**config.mk**
```make
export PLATFORM = sky130hd
export DESIGN_NAME = btn_debounce
export DESIGN_NICKNAME = d
export VERILOG_FILES = /design/src/rtl/btn_debounce.sv
export SDC_FILE = /design/constraint.sdc
export NUM_CORES = 1
export LEC_CHECK = 0
export CORE_UTILIZATION = 30
export DETAILED_ROUTE_END_ITERATION = 10
export PLACE_DENSITY = 0.51
export SYNTH_ARGS = -nofsm -noshare
export SYNTH_HDL_FRONTEND = slang
export SYNTH_SLANG_ARGS = --single-unit
```
**constraint.sdc**
```tcl
create_clock -name clk -period 2.3 [get_ports clk]
set_input_delay 0.46 -clock clk [delete_from_list [all_inputs] [get_ports clk]]
set_output_delay 0.46 -clock clk [all_outputs]
set_load 0.1 [all_outputs]
```
**src/rtl/btn_debounce.sv**
```systemverilog
// btn_debounce: per-channel 2-flop synchroniser, debouncer, press/release strobes and long-press flag.
// Define BTN_DEBOUNCE_REPEAT_EN to add auto-repeat press strobes while a button stays held.

module btn_debounce_ch #(
  parameter int DEBOUNCE_CYCLES = 1_000_000,
  parameter int HOLD_CYCLES     = 50_000_000
`ifdef BTN_DEBOUNCE_REPEAT_EN
  , parameter int REPEAT_CYCLES = 10_000_000
`endif
) (
  input  logic clk,
  input  logic rst,
  input  logic raw,
  output logic level,
  output logic press,
  output logic rel,
  output logic hold
);
  localparam int DW = (DEBOUNCE_CYCLES > 1) ? $clog2(DEBOUNCE_CYCLES) : 1;
  localparam int HW = $clog2(HOLD_CYCLES + 1);
  localparam logic [DW-1:0] D_LAST = DW'(DEBOUNCE_CYCLES - 1);
  localparam logic [HW-1:0] H_MAX  = HW'(HOLD_CYCLES);

  logic          sync0, sync1;
  logic [DW-1:0] dcnt;
  logic [HW-1:0] hcnt;
  logic          accept, rep_fire;

  assign accept = (sync1 != level) && (dcnt == D_LAST);
  assign hold   = level && (hcnt == H_MAX);

`ifdef BTN_DEBOUNCE_REPEAT_EN
  localparam int RW = (REPEAT_CYCLES > 1) ? $clog2(REPEAT_CYCLES) : 1;
  localparam logic [RW-1:0] R_LAST = RW'(REPEAT_CYCLES - 1);
  localparam logic [HW-1:0] H_LAST = HW'(HOLD_CYCLES - 1);
  logic [RW-1:0] rcnt;

  // accept while level=1 is a release, which cancels any repeat due in the same cycle
  assign rep_fire = level && !accept && ((hcnt == H_LAST) || (hold && (rcnt == R_LAST)));

  always_ff @(posedge clk) begin
    if (rst || !hold)        rcnt <= '0;
    else if (rcnt == R_LAST) rcnt <= '0;
    else                     rcnt <= rcnt + RW'(1);
  end
`else
  assign rep_fire = 1'b0;
`endif

  always_ff @(posedge clk) begin
    if (rst) begin
      sync0 <= 1'b0;
      sync1 <= 1'b0;
      level <= 1'b0;
      dcnt  <= '0;
      hcnt  <= '0;
      press <= 1'b0;
      rel   <= 1'b0;
    end else begin
      sync0 <= raw;
      sync1 <= sync0;
      press <= (accept && sync1) || rep_fire;
      rel   <= accept && !sync1;
      if (sync1 == level) dcnt <= '0;
      else if (accept) begin
        level <= sync1;
        dcnt  <= '0;
      end else dcnt <= dcnt + DW'(1);
      if (accept || !level)  hcnt <= '0;
      else if (hcnt != H_MAX) hcnt <= hcnt + HW'(1);
    end
  end
endmodule

module btn_debounce #(
  parameter int N_BTN           = 5,
  parameter int DEBOUNCE_CYCLES = 1_000_000,
  parameter int HOLD_CYCLES     = 50_000_000,
  parameter int REPEAT_CYCLES   = 10_000_000
) (
  input  logic             clk,
  input  logic             rst,
  input  logic [N_BTN-1:0] btn_raw,
  output logic [N_BTN-1:0] btn_level,
  output logic [N_BTN-1:0] btn_press,
  output logic [N_BTN-1:0] btn_release,
  output logic [N_BTN-1:0] btn_hold
);
  if (DEBOUNCE_CYCLES < 1 || HOLD_CYCLES < 1 || REPEAT_CYCLES < 1) begin : g_bad_cfg
    $error("btn_debounce: cycle parameters must be >= 1");
  end

  for (genvar i = 0; i < N_BTN; i++) begin : g_ch
    btn_debounce_ch #(
      .DEBOUNCE_CYCLES(DEBOUNCE_CYCLES),
      .HOLD_CYCLES    (HOLD_CYCLES)
`ifdef BTN_DEBOUNCE_REPEAT_EN
      , .REPEAT_CYCLES(REPEAT_CYCLES)
`endif
    ) u_ch (
      .clk  (clk),
      .rst  (rst),
      .raw  (btn_raw[i]),
      .level(btn_level[i]),
      .press(btn_press[i]),
      .rel  (btn_release[i]),
      .hold (btn_hold[i])
    );
  end
endmodule

```
==> impl_metrics.ini, run 1 <==
[floorplan]
placeableCoreArea_um2 = 39100
start_util_pct = 30.70
die_width_um = 202.0
rows = 72
die_h_um = 202.0
io_pins = 27
dieArea_um2 = 40810

[timing]
tns_ps = -587.0
setup_ws_ps = -267.3
tightest_slew_ps = 633.0
period_share_pct = 111.6
setup_viol = 5
rsz0062_at_grt = true
hold_viol_final = 0
max_freq_mhz = 389.5
maxSlewViolCount = 0
fin_skew_ps = 6.752
min_period_ps = 2567
slew_headroom_pct = 57.41

[synth]
synth_top_area_share_pct = 42.53
synthesis.nets = 1429
synthesis.area_um2 = 12000
synth_edf_count = 0
ys_top_cells_by_count = 255 x dfxtp_1, 142 x nor2_1, 105 x a21oi_1
yosysWarnings = 0
synth-seq-area-share_pct = 42.53
async_flop_share_pct = 0
synth_top_area_cell = dfxtp_1
ys_seq_elements = 255
synth.area.top_cells = dfxtp_1 43%, xor2_1 4.6%, nor2_1 4.4%
avgSynthCellArea_um2 = 8.531
netlist_instances = 1407
synthMostInstantiatedCell = dfxtp_1
ys.flop_type = dfxtp_1
ys_types = 55

[clock_network]
clock-root-buffer = clkbuf_16
cts_hold_buf = 0
clock-sinks = 255
clk_pin_slew_ps = 60
cts_max_level = 1
cts_tree = yes
cts_max_path_buffers = 3
insertion_delay_ps = 550
cts_buffers = 31

[power_and_ir_drop]
p_comb_share_pct = 0.6
pwr-share-seq_pct = 45.6
static-leakage-power_uw = 0.004456
swShare_pct = 20.08
peakVddDrop_uv = 501.9
powerDensity_nw_per_um2 = 660.4
switchingPower_uw = 1951
clkPwrFrac_pct = 53.8
p_int_uw = 7762

[worst_setup_path]
worstPathCellList = or4_4 > nor4_4 > and3_4 > buf_12
start_kind = register
setup.worst_path.class = register to primary output
required_ps = 1840
cp_slowest_cell = or4_4
critPathTopFamily = simple AND/OR/NAND/NOR gates
cp_max_fo = 2
max_stage_delay_ps = 550
cp_num_buf_inv = 1
end_kind = primary output
arrival_ps = 2110

[hold_path]
holdCritPathClass = primary input to register

[final_layout]
area_growth_pct = 22.54
n_fill_cell = 4022
layout-drive-gt1-share_pct = 17.02
stdcell_area_um2 = 14710
fin_nets = 1497
seq_area_um2 = 5165
multi_input_area_um2 = 6694
diodes = 0

[route]
wl_per_cell_um = 13.19
firstDrtPassIters = 4
totalWireLength_um = 26590
final_antenna_net_count = 0
dr.first_iter.drc_count = 532
viasPerCell = 5.099
drc = 0
vias = 10280

[outcome]
status = complete, but fails checks
violations = setup timing

[global_route]
grt_usage_pct = 12.90
grt_antenna_before_repair = 0
grt_pass1_wl_um = 46030
grt_pass1_vias = 9833
overflow = 0
grt_max_degree = 26

[placed_design]
dp_slack_ps = 125.6
place_hpwl_um = 17570
gp_congestion = 0.8005
io_buffers = 26
place_area_um2 = 12900

[job]
maxCapViolations = 0
-- placed cells by master, fill, tap and decap left out, types with 22 or more instances in the layout --
master and count:
xor2_1 63, nand4_1 72, or4_1 51, xnor2_1 56, nor4_1 22, o21ai_0 65, nor2_1 142, or3_1 55
o31ai_1 38, nand3_1 85, buf_4 84, dfxtp_1 217, inv_1 35, dfxtp_2 33, nand2_1 69, and4_1 25
nor3_1 34, and3_1 26, clkbuf_16 31, a21oi_1 104
-- worst register-to-register path: cells and delay by family (launching register included) --
family / cells / cell delay [ps]
buffers and inverters: 11 / 970
muxes: 1 / 110
DFF: 1 / 320
and+or+nand+nor: 2 / 830
AOI/OAI and AO/OA: 1 / 50
-- routing by layer --
metal | wire length, µm | vias up | track usage, %
met5 | 0 | - | 0
met4 | 396 | 0 | 3.139
met3 | 953 | 33 | 2.015
met2 | 12300 | 112 | 21.39
met1 | 12940 | 4849 | 17.43
li1 | - | 5285 | -
-- cell families after synthesis --
| family | after synthesis | share of synthesized area (%) |
|---|---|---|
| flip-flops | 255 | 42.53 |
| XOR/XNOR | 119 | 8.683 |
| AND/OR/NAND/NOR | 669 | 31.38 |
| buffers and inverters | 114 | 4.420 |
| multiplexers | 4 | 0.3336 |
| adder cells (fa/ha/maj) | 15 | 1.564 |
| AO/OA/AOI/OAI | 231 | 11.09 |
-- power groups by stage --
stage	clock network [µW]	logic [µW]	registers, µW
2_1_floorplan	0	34.2	4530
3_3_place_gp	0	61.4	4530
3_5_place_dp	0	62.0	4530
4_1_cts	5390	62.1	4430
5_1_grt	5600	67.0	4430
6_report	5220	59.9	4430
-- worst paths after layout --
kind,from,end,slack (ps),cells past startpoint
worst max-delay path,g_ch[2].u_ch.hcnt[10],btn_hold[2],-270,4
worst min-delay path,rst,g_ch[3].u_ch.sync1,270,2
worst min register to register,g_ch[3].u_ch.sync0,g_ch[3].u_ch.sync1,430,1
worst max register to register,g_ch[2].u_ch.hcnt[10],g_ch[2].u_ch.hcnt[11],-90,15
-- repair_timing --
action	in CTS	in global routing
setup endpoints to repair	5	8
resized for setup	91	25
buffers inserted	31	9
pin swaps	23	13
-- per-stage QoR --
step	total power, µW	instances	hold slack, ps	utilization, %
after global routing	10090	2016	278.4	37.62
final	9713	2016	271.5	37.62
after detailed placement	4596	1922	426.6	32.99
after CTS	9887	2008	257.6	37.23
after global placement	4595	1922	424.9	32.99
after floorplan	4566	1407	413.8	-
-- flip-flops by register name, summed over array words and instances (netlist names) --
register         count
g_ch.u_ch.level      5
g_ch.u_ch.hcnt     130
g_ch.u_ch.sync0      5
g_ch.u_ch.dcnt     100
g_ch.u_ch.rel        5
g_ch.u_ch.press      5
g_ch.u_ch.sync1      5
-- final cells by class --
cell class | instances | area share (%)
multi-input cells | 1038 | 45.51
flip-flops and latches | 255 | 35.12
repair buffers | 107 | 6.380
clock buffers | 42 | 5.963
well taps | 518 | 4.407
clock inverters | 14 | 1.514
inverters | 42 | 1.106
No activity file was read; power rests on OpenSTA's default activity.
==> run 2, diff against run 1 <==
CORE_ASPECT_RATIO = 1.25   (was not set)
==> run 2 against run 1 <==
The flow still finishes with violations (setup timing). Wire length increased by 1.0%. Critical path depth stayed put. Fmax increased by 4.0%. Sequential share of layout area increased by 0.16 points. Hold slack improved by 120 ps. Cell count fell by 0.69%. Critical endpoint unchanged.
==> impl_metrics.ini, run 2 (synthesized netlist as in run 1, its figures left out) <==
[route]
firstDrtPassIters = 5
totalWireLength_um = 26860
drc = 0
vias = 10280
wl_per_cell_um = 13.42
final_antenna_net_count = 0
dr.first_iter.drc_count = 416
viasPerCell = 5.135

[clock_network]
clk_pin_slew_ps = 60
clock-root-buffer = clkbuf_16
clock-sinks = 255
cts_max_level = 1
cts_hold_buf = 0
cts_tree = yes
cts_max_path_buffers = 3
insertion_delay_ps = 560
cts_buffers = 29

[worst_setup_path]
r2r_cells = 14
reg2reg_from = g_ch[2].u_ch.hcnt[15]
arrival_ps = 2010
setup.worst_path.class = register to primary output
cp_slowest_cell = or4_4
worstPathCellList = or4_4 > nor4_4 > and3_4 > buf_12
r2r_slack_ps = -60
start_kind = register
end_kind = primary output
cp_max_fo = 2
cp_num_buf_inv = 1
critPathTopFamily = simple AND/OR/NAND/NOR gates
timing.rr.end = g_ch[2].u_ch.hcnt[11]
required_ps = 1840
max_stage_delay_ps = 560

[placed_design]
io_buffers = 26
gp_congestion = 0.8137
place_area_um2 = 12930
dp_slack_ps = 156.2
place_hpwl_um = 18050

[global_route]
grt_max_degree = 26
overflow = 0
grt_use_met1_pct = 16.00
grt_antenna_before_repair = 0
grt_usage_pct = 13.33
use_met3_pct = 1.871
grt_busiest_layer = met2
grt_use_met2_pct = 24.10
grt_pass1_vias = 9838
grt_pass1_wl_um = 46640

[final_layout]
final_common_cell = dfxtp_1
n_fill_cell = 4076
diodes = 0
fin_nets = 1506
top_register = g_ch.u_ch.hcnt
layout-drive-gt1-share_pct = 17.49
largest_reg_flops = 130
area_growth_pct = 22.24
stdcell_area_um2 = 14670
reg.largest.list = g_ch.u_ch.hcnt x130, g_ch.u_ch.dcnt x100
seq_area_um2 = 5175
multi_input_area_um2 = 6706
final_cell_mix = 217 x dfxtp_1, 142 x nor2_1, 105 x a21oi_1, 105 x buf_4, 84 x nand3_1

[timing]
fin_skew_ps = 8.301
period_share_pct = 107.3
hold_viol_final = 0
setup_viol = 6
setup_ws_ps = -167.7
rsz0062_at_grt = true
min_period_ps = 2468
tightest_slew_ps = 657.0
slew_headroom_pct = 55.80
max_freq_mhz = 405.2
tns_ps = -426.5
maxSlewViolCount = 0

[hold_path]
hold_start = rst
holdCritPathClass = primary input to register
holdPathStages = 2
min_to = g_ch[3].u_ch.sync1

[floorplan]
die_width_um = 180.9
io_pins = 27
rows = 81
start_util_pct = 30.52
dieArea_um2 = 40820
placeableCoreArea_um2 = 39320
die_h_um = 225.6

[outcome]
status = complete, but fails checks
violations = setup timing

[power_and_ir_drop]
static-leakage-power_uw = 0.004458
peakVddDrop_uv = 510.8
powerDensity_nw_per_um2 = 643.3

[job]
maxCapViolations = 0
run 2: per-stage QoR:
stage	utilization (%)	cells	hold WS, ps	total power, µW
floorplan	-	1407	413.8	4566
global placement	32.87	1909	420.5	4599
detailed placement	32.87	1909	425.6	4600
CTS	37.08	1998	373.2	9635
global route	37.31	2002	407.8	9806
finish	37.31	2002	396.1	9438
run 2: how the worst max path moves through the flow:
stage / from / end / cells past startpoint
floorplan: g_ch[2].u_ch.hcnt[9] / btn_hold[2] / 4
global placement: g_ch[2].u_ch.hcnt[9] / btn_hold[2] / 4
detailed placement: g_ch[1].u_ch.dcnt[0] / g_ch[1].u_ch.rel / 5
CTS: g_ch[2].u_ch.hcnt[11] / btn_hold[2] / 4
global route: g_ch[2].u_ch.hcnt[11] / btn_hold[2] / 4
finish: g_ch[2].u_ch.hcnt[11] / btn_hold[2] / 4
run 2: metal layers:
layer / up-vias / share of wire [%]
li1: 5311 / -
met5: - / 0
met2: 112 / 49
met4: 0 / 2.5
met3: 39 / 3.2
met1: 4819 / 45
run 2: area by class of cell:
type | instances | share of cell area [%]
well taps | 498 | 4.247
clock inverters | 9 | 1.202
inverters | 42 | 1.109
clock buffers | 42 | 5.756
multi-input cells | 1038 | 45.71
flip-flops and latches | 255 | 35.27
repair buffers | 118 | 6.703
run 2: repair_timing:
item | in CTS | in global routing
gates resized for setup | 96 | 17
buffers inserted | 38 | 4
pin swaps | 25 | 7
cloned | 0 | 0
setup endpoints to repair | 5 | 10
run 2: worst reg2reg max path, stage by stage, from the launching register on:
cell and delay, ps:
dfxtp_1 360, nand4_1 220, nor4_4 90, buf_4 140
buf_4 120, buf_4 120, buf_4 120, buf_4 120
buf_4 120, buf_4 130, buf_4 120, buf_4 120
buf_4 120, a21oi_1 210, mux2i_1 190
run 2: power by group:
part           total (µW)  internal (µW)  switching [µW]  leakage (µW)
clock                4950           3080            1860      0.000498
sequential           4420           4420            8.16       0.00208
combinational        64.6           26.5            38.1       0.00188
total                9440           7530            1910       0.00446
